[config.mk]
export PLATFORM = sky130hd
export DESIGN_NAME = disp_scan_mux
export DESIGN_NICKNAME = d
export VERILOG_FILES = /design/src/rtl/disp_scan_mux.sv
export SDC_FILE = /design/constraint.sdc
export NUM_CORES = 1
export LEC_CHECK = 0
export ABC_AREA = 1
export BUFFER_PORTS_ARGS = -buffer_cell sky130_fd_sc_hd__buf_2
export CAP_MARGIN = 20
export CORE_MARGIN = 3
export CORE_UTILIZATION = 35
export CTS_BUF_LIST = sky130_fd_sc_hd__clkbuf_8
export DETAILED_ROUTE_END_ITERATION = 10
export SYNTH_ARGS = -nofsm -noshare
export SYNTH_HDL_FRONTEND = slang
export SYNTH_SLANG_ARGS = --single-unit
[constraint.sdc]
create_clock -name CLK -period 4.65 [get_ports CLK]
set_input_delay 1.1625 -clock CLK [delete_from_list [all_inputs] [get_ports CLK]]
set_output_delay 1.1625 -clock CLK [all_outputs]
set_load 0.01 [all_outputs]
[src/rtl/disp_scan_mux.sv]
// Multiplexed decimal display scanner.
// A prescaled one-hot digit scan drives the display. A serial double-dabble
// FSM converts every binary field to decimal digit codes in a shadow buffer.
// The FSM then commits the whole shadow buffer to the display buffer in one cycle.
module disp_scan_mux #(
    parameter int N_FIELDS = 2,
    parameter int FIELD_W  = 8,
    parameter int DPF      = 2,
    parameter int DIV      = 8,
    parameter int LZB      = 1
) (
    input  logic                           CLK,
    input  logic                           RST_N,
    input  logic [N_FIELDS*FIELD_W-1:0]    val,
    input  logic                           blank,
    output logic [N_FIELDS*DPF-1:0]        dig,
    output logic [3:0]                     num,
    output logic                           frame
);

    localparam int ND  = N_FIELDS * DPF;
    // Decimal digits needed to hold any FIELD_W-bit value (ceil(W*log10(2))).
    localparam int NBD = (FIELD_W * 3) / 10 + 1;
    // The accumulator holds at least DPF digits, so overflow can be read from the digits above DPF-1.
    localparam int NBA = (NBD > DPF) ? NBD : DPF;
    localparam int PW  = (DIV > 1) ? $clog2(DIV) : 1;
    localparam int CW  = (FIELD_W > 1) ? $clog2(FIELD_W) : 1;
    localparam int FW  = (N_FIELDS > 1) ? $clog2(N_FIELDS) : 1;

    typedef enum logic [2:0] {
        S_IDLE   = 3'd0,
        S_LOAD   = 3'd1,
        S_SHIFT  = 3'd2,
        S_STORE  = 3'd3,
        S_COMMIT = 3'd4
    } state_t;

    // Double-dabble correction: add 3 to every BCD digit that is 5 or more.
    function automatic logic [4*NBA-1:0] f_add3(input logic [4*NBA-1:0] b);
        logic [4*NBA-1:0] r;
        r = b;
        for (int k = 0; k < NBA; k++) begin
            if (b[k*4 +: 4] >= 4'd5) begin
                r[k*4 +: 4] = b[k*4 +: 4] + 4'd3;
            end else begin
                r[k*4 +: 4] = b[k*4 +: 4];
            end
        end
        return r;
    endfunction

    // Turn a finished BCD value into the field's display codes.
    // Overflow shows as dashes. Optional leading-zero blanking never blanks digit 0.
    function automatic logic [4*DPF-1:0] f_codes(input logic [4*NBA-1:0] b);
        logic [4*DPF-1:0] c;
        logic             ovf;
        logic             lead;
        c   = '0;
        ovf = 1'b0;
        for (int k = DPF; k < NBA; k++) begin
            ovf = ovf | (b[k*4 +: 4] != 4'd0);
        end
        lead = (LZB != 0);
        for (int k = DPF - 1; k >= 0; k--) begin
            if (ovf) begin
                c[k*4 +: 4] = 4'hA;
            end else if (lead && (k != 0) && (b[k*4 +: 4] == 4'd0)) begin
                c[k*4 +: 4] = 4'hF;
            end else begin
                c[k*4 +: 4] = b[k*4 +: 4];
                lead        = 1'b0;
            end
        end
        return c;
    endfunction

    state_t                         r_state;
    logic [FW-1:0]                  r_fld;
    logic [CW-1:0]                  r_cnt;
    logic [FIELD_W-1:0]             r_bin;
    logic [4*NBA-1:0]               r_bcd;
    logic [N_FIELDS*FIELD_W-1:0]    r_snap;
    logic [4*ND-1:0]                r_shadow;
    logic [4*ND-1:0]                r_disp;
    logic                           r_valid;
    logic                           r_init;
    logic                           r_blank_d;
    logic [PW-1:0]                  r_pre;

    logic                           w_fall;
    logic                           w_req;
    logic [N_FIELDS*FIELD_W-1:0]    w_src;
    logic [FIELD_W-1:0]             w_load_bin;
    logic [4*NBA-1:0]               w_adj;
    logic                           w_tick;
    logic [PW-1:0]                  w_pre_nxt;
    logic [ND-1:0]                  w_dig_nxt;
    logic                           w_frame_nxt;
    logic [4*ND-1:0]                w_disp_nxt;
    logic                           w_valid_nxt;
    logic [3:0]                     w_num_nxt;

    // Conversion request sources and the field operand selected for LOAD.
    always_comb begin
        w_fall = r_blank_d & ~blank;
        w_req  = r_init | frame | w_fall;
        // Field 0's LOAD takes the snapshot, so it reads val directly.
        if (r_fld == FW'(0)) begin
            w_src = val;
        end else begin
            w_src = r_snap;
        end
        w_load_bin = w_src[0 +: FIELD_W];
        for (int f = 0; f < N_FIELDS; f++) begin
            if (r_fld == FW'(f)) begin
                w_load_bin = w_src[f*FIELD_W +: FIELD_W];
            end else begin
                w_load_bin = w_load_bin;
            end
        end
        w_adj = f_add3(r_bcd);
    end

    // Conversion FSM with its datapath: snapshot, shift-add-3, store, commit.
    always_ff @(posedge CLK) begin
        if (!RST_N) begin
            r_state  <= S_IDLE;
            r_fld    <= '0;
            r_cnt    <= '0;
            r_bin    <= '0;
            r_bcd    <= '0;
            r_snap   <= '0;
            r_shadow <= '0;
            r_disp   <= '0;
            r_valid  <= 1'b0;
            r_init   <= 1'b1;
        end else begin
            r_init <= 1'b0;
            case (r_state)
                S_IDLE: begin
                    r_fld <= '0;
                    if (w_req) begin
                        r_state <= S_LOAD;
                    end else begin
                        r_state <= S_IDLE;
                    end
                end
                S_LOAD: begin
                    if (r_fld == FW'(0)) begin
                        r_snap <= val;
                    end else begin
                        r_snap <= r_snap;
                    end
                    r_bin   <= w_load_bin;
                    r_bcd   <= '0;
                    r_cnt   <= '0;
                    r_state <= S_SHIFT;
                end
                S_SHIFT: begin
                    r_bcd <= {w_adj[4*NBA-2:0], r_bin[FIELD_W-1]};
                    r_bin <= r_bin << 1;
                    if (r_cnt == CW'(FIELD_W - 1)) begin
                        r_state <= S_STORE;
                    end else begin
                        r_cnt   <= r_cnt + CW'(1);
                        r_state <= S_SHIFT;
                    end
                end
                S_STORE: begin
                    for (int f = 0; f < N_FIELDS; f++) begin
                        if (r_fld == FW'(f)) begin
                            r_shadow[f*DPF*4 +: DPF*4] <= f_codes(r_bcd);
                        end else begin
                            r_shadow[f*DPF*4 +: DPF*4] <= r_shadow[f*DPF*4 +: DPF*4];
                        end
                    end
                    if (r_fld == FW'(N_FIELDS - 1)) begin
                        r_state <= S_COMMIT;
                    end else begin
                        r_fld   <= r_fld + FW'(1);
                        r_state <= S_LOAD;
                    end
                end
                S_COMMIT: begin
                    r_disp  <= r_shadow;
                    r_valid <= 1'b1;
                    r_state <= S_IDLE;
                end
                default: begin
                    r_state <= S_IDLE;
                end
            endcase
        end
    end

    // Next scan position and the code for that position.
    // num is computed from next-cycle dig and display state, so it lands together with dig.
    always_comb begin
        w_tick = (r_pre == PW'(DIV - 1));
        if (blank) begin
            w_pre_nxt = '0;
            w_dig_nxt = ND'(1);
        end else if (w_tick) begin
            w_pre_nxt = '0;
            w_dig_nxt = (dig << 1) | (dig >> (ND - 1));
        end else begin
            w_pre_nxt = r_pre + PW'(1);
            w_dig_nxt = dig;
        end
        w_frame_nxt = ~blank & w_tick & dig[ND-1];
        if (r_state == S_COMMIT) begin
            w_disp_nxt  = r_shadow;
            w_valid_nxt = 1'b1;
        end else begin
            w_disp_nxt  = r_disp;
            w_valid_nxt = r_valid;
        end
        w_num_nxt = 4'hF;
        for (int i = 0; i < ND; i++) begin
            if (w_dig_nxt[i] && w_valid_nxt && !blank) begin
                w_num_nxt = w_disp_nxt[i*4 +: 4];
            end else begin
                w_num_nxt = w_num_nxt;
            end
        end
    end

    // Scan registers: prescaler, digit enable, digit code, frame pulse, blank edge history.
    always_ff @(posedge CLK) begin
        if (!RST_N) begin
            r_pre     <= '0;
            dig       <= ND'(1);
            num       <= 4'hF;
            frame     <= 1'b0;
            r_blank_d <= 1'b0;
        end else begin
            r_pre     <= w_pre_nxt;
            dig       <= w_dig_nxt;
            num       <= w_num_nxt;
            frame     <= w_frame_nxt;
            r_blank_d <= blank;
        end
    end

endmodule
==> results of run 1 <==
==> metrics by stage <==
| step | hold slack (ns) | utilization | area [µm²] |
|---|---|---|---|
| after floorplan | 0.399 | - | 3560 |
| after global placement | 0.409 | 0.384 | 3770 |
| after detailed placement | 0.422 | 0.384 | 3770 |
| after CTS | 0.435 | 0.402 | 3940 |
| after global routing | 0.456 | 0.402 | 3940 |
| final | 0.427 | 0.402 | 3940 |
==> routing by layer <==
layer / wire length [µm] / GRT usage / up-vias
met5: 0 / 0 / -
met4: 55 / 0.0347 / 0
met3: 289 / 0.0295 / 6
met2: 3270 / 0.215 / 65
met1: 3620 / 0.177 / 1372
li1: - / - / 1612
==> cell families (layout without fill, tap and decap cells) <==
family                   after synthesis  in the layout  share of synthesized area
AND/OR/NAND/NOR                      184            184                      0.221
AO/OA/AOI/OAI                        124            124                      0.186
flip-flops                            82             82                      0.461
buffers and inverters                 80            105                     0.0945
adder cells (fa/ha/maj)               10             10                     0.0351
XOR/XNOR                               1              1                    0.00246
==> sequential cells by signal, indices dropped and copies added, names as in the netlist <==
signal	count
r_cnt	3
r_fld	1
r_pre	3
r_bin	8
dig	4
r_state	3
r_shadow	16
r_bcd	12
num	4
r_init	1
frame	1
r_snap	8
r_disp	16
r_blank_d	1
r_valid	1
==> placed cells by master, fill, tap and decap left out, drive strengths merged <==
cell type | synthesis | routed
nor4 | 1 | 1
nand2 | 83 | 83
ha | 10 | 10
inv | 59 | 61
a31oi | 1 | 1
xor2 | 1 | 1
clkinvlp | 0 | 2
nand3 | 30 | 30
o2111ai | 2 | 2
nand4 | 3 | 3
nand3b | 1 | 1
nor2 | 61 | 61
a211oi | 2 | 2
clkinv | 1 | 4
clkbuf | 11 | 9
nor3 | 4 | 4
o21ai | 51 | 51
buf | 9 | 29
o211ai | 8 | 8
a21oi | 60 | 60
or2 | 1 | 1
dfxtp | 82 | 82
==> area by class of cell <==
class	instances	share of cell area
well taps	133	0.0422
flip-flops and latches	82	0.416
clock buffers	9	0.0314
repair buffers	29	0.0381
clock inverters	7	0.0130
multi-input cells	319	0.402
inverters	60	0.0571
==> path summary, 6_finish.rpt <==
check,to,slack [ns],cells after the start
setup / recovery,num[3],2.22,6
hold / removal,r_pre[0],0.43,1
setup reg to reg,r_bin[0],2.38,6
hold reg to reg,r_pre[0],0.43,1
==> power by group through the flow <==
stage,Clock [W],Combinational [W],Sequential (W)
after floorplan,0,0.0000818,0.000751
after global placement,0,0.0000995,0.000753
after detailed placement,0,0.000101,0.000754
after CTS,0.000478,0.000102,0.000738
after global routing,0.000502,0.000116,0.000741
final,0.000458,0.000100,0.000738
==> impl_results.md, run 1 <==
- Outcome: finished, final reports clean
- Drt wl/cell: 11.3 µm
- Setup Fix Bufs, Post-CTS: 0
- Final GP Congestion: 0.809
- Top_reg_cell synth: dfxtp_1
- CTS H-tree depth: 3
- Top cell by count, worst path: buf_4
- Number of diodes: 0
- Most common cell in the netlist: dfxtp_1
- Sw Share: 0.264
- Clock Path Buffers: 2
- Library cells used by synthesis: 33
- Post-Syn Instances: 481
- Synthesized net count: 510
- Area Growth Syn to Fin: 10.7%
- Share of cells above drive strength 1: 0.115
- Final Hold Viols: 0
- Register area: 0.00164 mm²
- Initial antenna violation count: 0
- Post-synth ARST share: 0
- Row count: 36
- Die Y: 107 µm
- Fill cells: 1056
- Vias per cell: 4.78
- Die X: 107 µm
- Sequential share of power: 0.569
- Post-layout power: 0.00130 W
- Part of the power in combinational logic: 0.077
- DP HPWL: 5160 µm
- Unrepaired setup endpoints after global routing: false
- VDD IR-drop max: 156 µV
- Final Non-Filler Cells: 639
- Data required time of the critical path: 4.94 ns
- Worst-Skew Late Latency: 0.34 ns
- Period Utilization, post-route: 0.523
- Worst hold start: r_pre[0]
- Max Slew Vio Count: 0
- Slowest stage delay, CP: 0.71 ns
- Nets: 530
- Least-Margin Pin Slew: 0.927 ns
- Register area share after synthesis: 0.461
- Starting DRT DRC Count: 139
- Number of synthesized flops with an enable pin: 0
- Maxcap violations: 0
- CTS root buf: clkbuf_8
- Main area contributors after synthesis: dfxtp_1 (46%), nand2_1 (8.5%), a21oi_1 (8.1%)
- Post-synth top cells: dfxtp_1 (82), nand2_1 (81), a21oi_1 (58), inv_1 (57), nor2_1 (56)
- ANT nets after route: 0
- Setup_tns: 0 ns
- Crit-path slowest cell: inv_1
- Switching power: 0.000342 W
- Critical path fanouts, max: 35
- Global-route wire length before repair: 12600 µm
- Final min period: 2.43 ns
- Dpl ws: 1.82 ns
- Pre-antenna DRT Iters: 5
- Post-route worst setup slack: 2.22 ns
- Total core area: 0.00982 mm²
- P_int: 0.000954 W
- Post-Place Cells: 623
- Final setup violation count: 0
- Synth area leader: dfxtp_1
- Hold Path Class: reg -> reg
- Crit. End Element: register
- Post-cts hold buffer count: 0
- Initial Utilization: 0.363
- Crit path arrival time: 2.73 ns
- Critical path startpoint category: input pin
- GRT Overall Usage: 0.132
- Via count: 3055
- Delay-heaviest family, CP: buffers and inverters
- FF+latch count, synth: 82
- CP Class: in -> reg
- CTS tree: done
- Top-area cell type share of the netlist area: 0.461
- Syn Area/Cell: 7.41 µm²
- Clock skew: 0.00985 ns
- Io pins: 28
- Global route overflow: 0
- Clock Power Share: 0.353
- Crit path launch: RST_N
- PostCTS Resize Cnt: 0
- Synthesis Warnings: 0
- P_leak: 1.63 nW
- Total CTS buffers: 9
- Max transition margin: 0.382
- DRC errors left: 0
- Clk pin slew, worst setup/hold paths: 0.09 ns
- DIE AREA: 0.0114 mm²
- Final WL: 7240 µm
- Post-synth design cell area: 0.00356 mm²
- Max Freq: 411 MHz
- Input/output buffers: 27
- Worst path cell trace: buf_2 > buf_4 > inv_1 > buf_4 > nor2_1 > nand2_1
- Largest net degree at the start of global routing: 36
- Vias in the first global route: 2832
- Reg2reg start: r_state[2]
- Multi-input gate area in the final layout: 0.00158 mm²
- PD cells: 329 mW/mm²
- Clk sinks: 82
- Worst path bufs/invs: 4
(Power assumes the default switching activity.)
==> run 2: changes to the inputs <==
- clock period: 4.65 -> 2.05 ns (I/O delays scaled with it)
==> impl_results.md, run 2 (same netlist as run 1, synthesis figures left out) <==
- Final GP Congestion: 0.837
- PostCTS Resize Cnt: 0
- Pre-antenna DRT Iters: 4
- Number of diodes: 0
- Die Y: 107 µm
- Area after DPL: 0.00381 mm²
- Max transition margin: 0.689
- Final min period: 1.72 ns
- Commonest non-fill, non-tap cell in the layout: dfxtp_1
- Worst-Skew Late Latency: 0.35 ns
- DIE AREA: 0.0114 mm²
- CTS H-tree depth: 3
- Clk sinks: 82
- Global route overflow: 0
- Largest net degree at the start of global routing: 27
- Final Hold Viols: 0
- Vias per cell: 4.65
- VDD IR-drop max: 425 µV
- DP HPWL: 5260 µm
- Largest regs: r_disp (16), r_shadow (16), r_bcd (12)
- Via count: 2998
- CP Class: reg -> reg
- Hold Path Class: in -> reg
- PD cells: 793 mW/mm²
- Input/output buffers: 27
- Post-cts hold buffer count: 0
- WHS: 0.382 ns
- Final setup violation count: 0
- Nets: 536
- Max Slew Vio Count: 0
- Max Freq: 582 MHz
- Area Growth Syn to Fin: 13.1%
- P_leak: 1.67 nW
- Vias in the first global route: 2844
- Clock skew: 0.0160 ns
- Critical path fanouts, max: 5
- Initial Utilization: 0.363
- CTS tree: done
- Critical path startpoint category: register
- Data required time of the critical path: 2.35 ns
- Hold-critical path depth: 3
- Global-route wire length before repair: 12500 µm
- Io pins: 28
- Crit. End Element: register
- Crit path arrival time: 2.02 ns
- Total core area: 0.00982 mm²
- Drt wl/cell: 11.2 µm
- Setup_tns: 0 ns
- Maxcap violations: 0
- Total CTS buffers: 9
- Setup Fix Bufs, Post-CTS: 0
- Clk pin slew, worst setup/hold paths: 0.09 ns
- Die X: 107 µm
- Final WL: 7220 µm
- Clock Path Buffers: 2
- Share of cells above drive strength 1: 0.123
- GRT Overall Usage: 0.133
- Most frequent cells in the layout: dfxtp_1 (82), nand2_1 (81), inv_1 (58), a21oi_1 (58), nor2_1 (56)
- CTS root buf: clkbuf_8
- Starting DRT DRC Count: 120
- Worst Reg-to-Reg Cells: 11
- Row count: 36
- Post-route worst setup slack: 0.332 ns
- DRC errors left: 0
- Post-layout power: 0.00319 W
- Initial antenna violation count: 0
- Least-Margin Pin Slew: 0.466 ns
- Period Utilization, post-route: 0.838
- Design Area, Final: 0.00403 mm²
- Unrepaired setup endpoints after global routing: false
- Dpl ws: 0.356 ns
- ANT nets after route: 0
- Outcome: finished, final reports clean
==> run 2: cell types whose count changed in the layout (fill, tap and decap cells not counted) <==
cell / change
buf_4: +6
inv_6: -1
clkinv_2: -1
clkinv_4: -1
bufinv_16: +2
inv_1: +1
==> run 2: power breakdown <==
part	switching [W]	internal (W)
clock network	0.000600	0.000684
logic	0.000156	0.0000821
registers	0.0000260	0.00165
total	0.000782	0.00241
==> run 2: cell type report <==
type	count	area, µm²
Fill cell	1057	5790
Sequential cell	82	1640
Multi-Input combinational cell	319	1580
Inverter	60	225
Timing Repair Buffer	35	195
Tap cell	133	166
Clock buffer	9	124
Clock inverter	7	92.6
==> run 2: metrics by stage <==
| step | instances | utilization |
|---|---|---|
| after floorplan | 481 | - |
| after global placement | 629 | 0.388 |
| after detailed placement | 629 | 0.388 |
| after CTS | 645 | 0.410 |
| after global routing | 645 | 0.410 |
| final | 645 | 0.410 |
==> run 2: final timing paths <==
check	startpoint	endpoint	slack [ns]
setup / recovery	r_pre[0]	num[2]	0.33
hold / removal	val[8]	r_snap[8]	0.38
setup reg to reg	r_pre[0]	num[2]	0.33
hold reg to reg	r_pre[0]	r_pre[0]	0.42
==> run 2: per-layer routing <==
metal | wire length [µm] | up-vias | track usage
li1 | - | 1619 | -
met1 | 3590 | 1319 | 0.173
met2 | 3240 | 51 | 0.219
met3 | 320 | 9 | 0.0446
met4 | 68 | 0 | 0.0247
met5 | 0 | - | 0
==> run 2: worst max-delay path: stages (launching register included) <==
cell and delay [ns]:
dfxtp_1 0.32, ha_1 0.19, ha_1 0.23, inv_1 0.14
nor2_1 0.05, nor2_1 0.08, nand2_1 0.08, nor2_2 0.19
inv_1 0.12, nor2_1 0.13, nor2_1 0.06, nand2_1 0.07
==> run 3: changes to the inputs <==
- ABC_AREA: 1 -> 0
- clock period: 2.05 -> 1.75 ns (I/O delays scaled with it)
==> impl_results.md, run 3 <==
- Max transition margin: 0.640
- Part of the power in combinational logic: 0.104
- Initial antenna violation count: 0
- Commonest non-fill, non-tap cell in the layout: dfxtp_1
- Vias per cell: 5.05
- FF+latch count, synth: 82
- Post-synth ARST share: 0
- Post-synth top cells: dfxtp_1 (82), nand2_1 (75), a21oi_1 (58), nor2_1 (50), o21ai_0 (16)
- Max Freq: 592 MHz
- Input/output buffers: 27
- Via count: 3129
- Initial Utilization: 0.369
- Worst-Skew Late Latency: 0.35 ns
- Library cells used by synthesis: 43
- Top_reg_cell synth: dfxtp_1
- Clk sinks: 82
- Sequential share of power: 0.548
- Top-area cell type share of the netlist area: 0.442
- Worst Reg-to-Reg Cells: 9
- VDD IR-drop max: 433 µV
- Total core area: 0.0100 mm²
- Final min period: 1.69 ns
- GRT Overall Usage: 0.145
- CTS tree: done
- Area after DPL: 0.00402 mm²
- Period Utilization, post-route: 0.965
- Switching power: 0.000978 W
- PD cells: 836 mW/mm²
- Critical path startpoint category: register
- Data required time of the critical path: 2.01 ns
- P_int: 0.00261 W
- Crit. End Element: register
- Die X: 109 µm
- Least-Margin Pin Slew: 0.540 ns
- Clock Power Share: 0.348
- Unrepaired setup endpoints after global routing: true
- Global-route wire length before repair: 13700 µm
- Hold Path Class: in -> reg
- Synthesis Warnings: 0
- Global route overflow: 0
- CP Class: reg -> reg
- Starting DRT DRC Count: 113
- Area Growth Syn to Fin: 15.7%
- Synth area leader: dfxtp_1
- Syn Area/Cell: 8.16 µm²
- Share of cells above drive strength 1: 0.172
- Most common cell in the netlist: dfxtp_1
- Register area share after synthesis: 0.442
- Sw Share: 0.273
- Final GP Congestion: 0.849
- Final WL: 7930 µm
- Most frequent cells in the layout: dfxtp_1 (78), nand2_1 (74), a21oi_1 (55)
- Post-synth design cell area: 0.00371 mm²
- Nets: 511
- Finished Core Util: 0.427
- Crit path arrival time: 1.95 ns
- Die Y: 109 µm
- DIE AREA: 0.0119 mm²
- Pre-antenna DRT Iters: 4
- Total CTS buffers: 9
- Post-cts hold buffer count: 0
- Clock Path Buffers: 2
- DRC errors left: 0
- Number of diodes: 0
- Hold-critical path depth: 3
- Clock skew: 0.0127 ns
- Outcome: finished, final reports clean
- Largest regs: r_disp (16), r_shadow (16), r_bcd (12)
- DP HPWL: 5520 µm
- CTS root buf: clkbuf_8
- P_leak: 1.57 nW
- Clk pin slew, worst setup/hold paths: 0.09 ns
- Critical path fanouts, max: 5
- Io pins: 28
- ANT nets after route: 0
- Drt wl/cell: 12.8 µm
- Final Hold Viols: 0
- Post-Syn Instances: 455
- CTS H-tree depth: 3
- Fill cells: 1030
- Synthesized net count: 484
- Vias in the first global route: 2936
- Number of synthesized flops with an enable pin: 0
- Row count: 36
- Largest net degree at the start of global routing: 41
- Final setup violation count: 0
- Max Slew Vio Count: 0
- Main area contributors after synthesis: dfxtp_1 (44%), a21oi_1 (7.8%), nand2_1 (7.6%)
- Maxcap violations: 0
- Design Area, Final: 0.00429 mm²
## run 3: cell count changes after synthesis, moves of 12 or more
cell	before	now
inv_1	57	9
mux2i_1	0	14
o21ai_0	49	16
nor3b_1	0	12
nand3_1	30	11
## run 3: area by class of cell
type	count	area (µm²)	share of cell area
flip-flops and latches	82	1650	0.384
multi-input cells	330	1930	0.451
inverters	9	33.8	0.00787
repair buffers	50	337	0.0784
clock buffers	9	124	0.0289
well taps	133	166	0.0388
clock inverters	7	51.3	0.0119
## run 3: worst max-delay path, cell delays in order (launching register included)
cell      delay, ns
dfxtp_2        0.34
ha_4           0.16
ha_4           0.16
buf_6          0.13
nor2b_4        0.11
nor3b_1        0.06
o31ai_1        0.23
buf_4          0.18
a21oi_1        0.04
a221oi_1       0.19
## run 3: cells by family (layout without fill, tap and decap cells)
family                     after synthesis  after routing  share of synthesized area
AOI/OAI and AO/OA                      112            112                      0.175
xor gates and xnor gates                 4              4                    0.00944
adders and majority gates               10             10                     0.0337
buffers and inverters                   43             75                     0.0556
DFF                                     82             82                      0.442
muxes                                   16             16                     0.0438
and+or+nand+nor                        188            188                      0.240
## run 3: repair_timing
action                                  in CTS  in global routing
gates resized for setup                      8                 15
endpoints found under the setup margin       4                  6
setup buffers                                1                  1
pin swaps                                    2                  2
## run 3: power by group through the flow
| stage | sequential (W) | combinational [W] | clock, W |
|---|---|---|---|
| finish | 0.00197 | 0.000372 | 0.00125 |
| floorplan | 0.00199 | 0.000264 | 0 |
| global route | 0.00198 | 0.000419 | 0.00137 |
| detailed placement | 0.00201 | 0.000370 | 0 |
| global placement | 0.00201 | 0.000364 | 0 |
| CTS | 0.00197 | 0.000374 | 0.00129 |
## run 3: worst paths after layout
| kind | from | to | slack (ns) |
|---|---|---|---|
| setup reg to reg | r_pre[0] | num[2] | 0.06 |
| hold / removal | val[8] | r_snap[8] | 0.31 |
| setup / recovery | r_pre[0] | num[2] | 0.06 |
| hold reg to reg | r_pre[0] | r_pre[0] | 0.44 |
## run 3: metal layers
metal / wire length (µm) / part of all wire / vias up / global-route usage
met5: 0 / 0 / - / 0
met4: 74 / 0.0093 / 0 / 0.0514
met3: 288 / 0.036 / 7 / 0.0349
met2: 3770 / 0.48 / 48 / 0.241
met1: 3790 / 0.48 / 1466 / 0.182
li1: - / - / 1608 / -
## run 3: through the flow
stage | power (W) | TNS, ns | std cells | worst slack [ns] | hold WS (ns)
global route | 0.00376 | -0.0514 | 620 | -0.0280 | 0.290
finish | 0.00359 | 0 | 620 | 0.0621 | 0.309
detailed placement | 0.00238 | -0.572 | 602 | -0.163 | 0.422
floorplan | 0.00226 | 0 | 455 | 0.0116 | 0.404
CTS | 0.00363 | 0 | 619 | 0.0134 | 0.293
global placement | 0.00237 | -0.266 | 602 | -0.0810 | 0.410
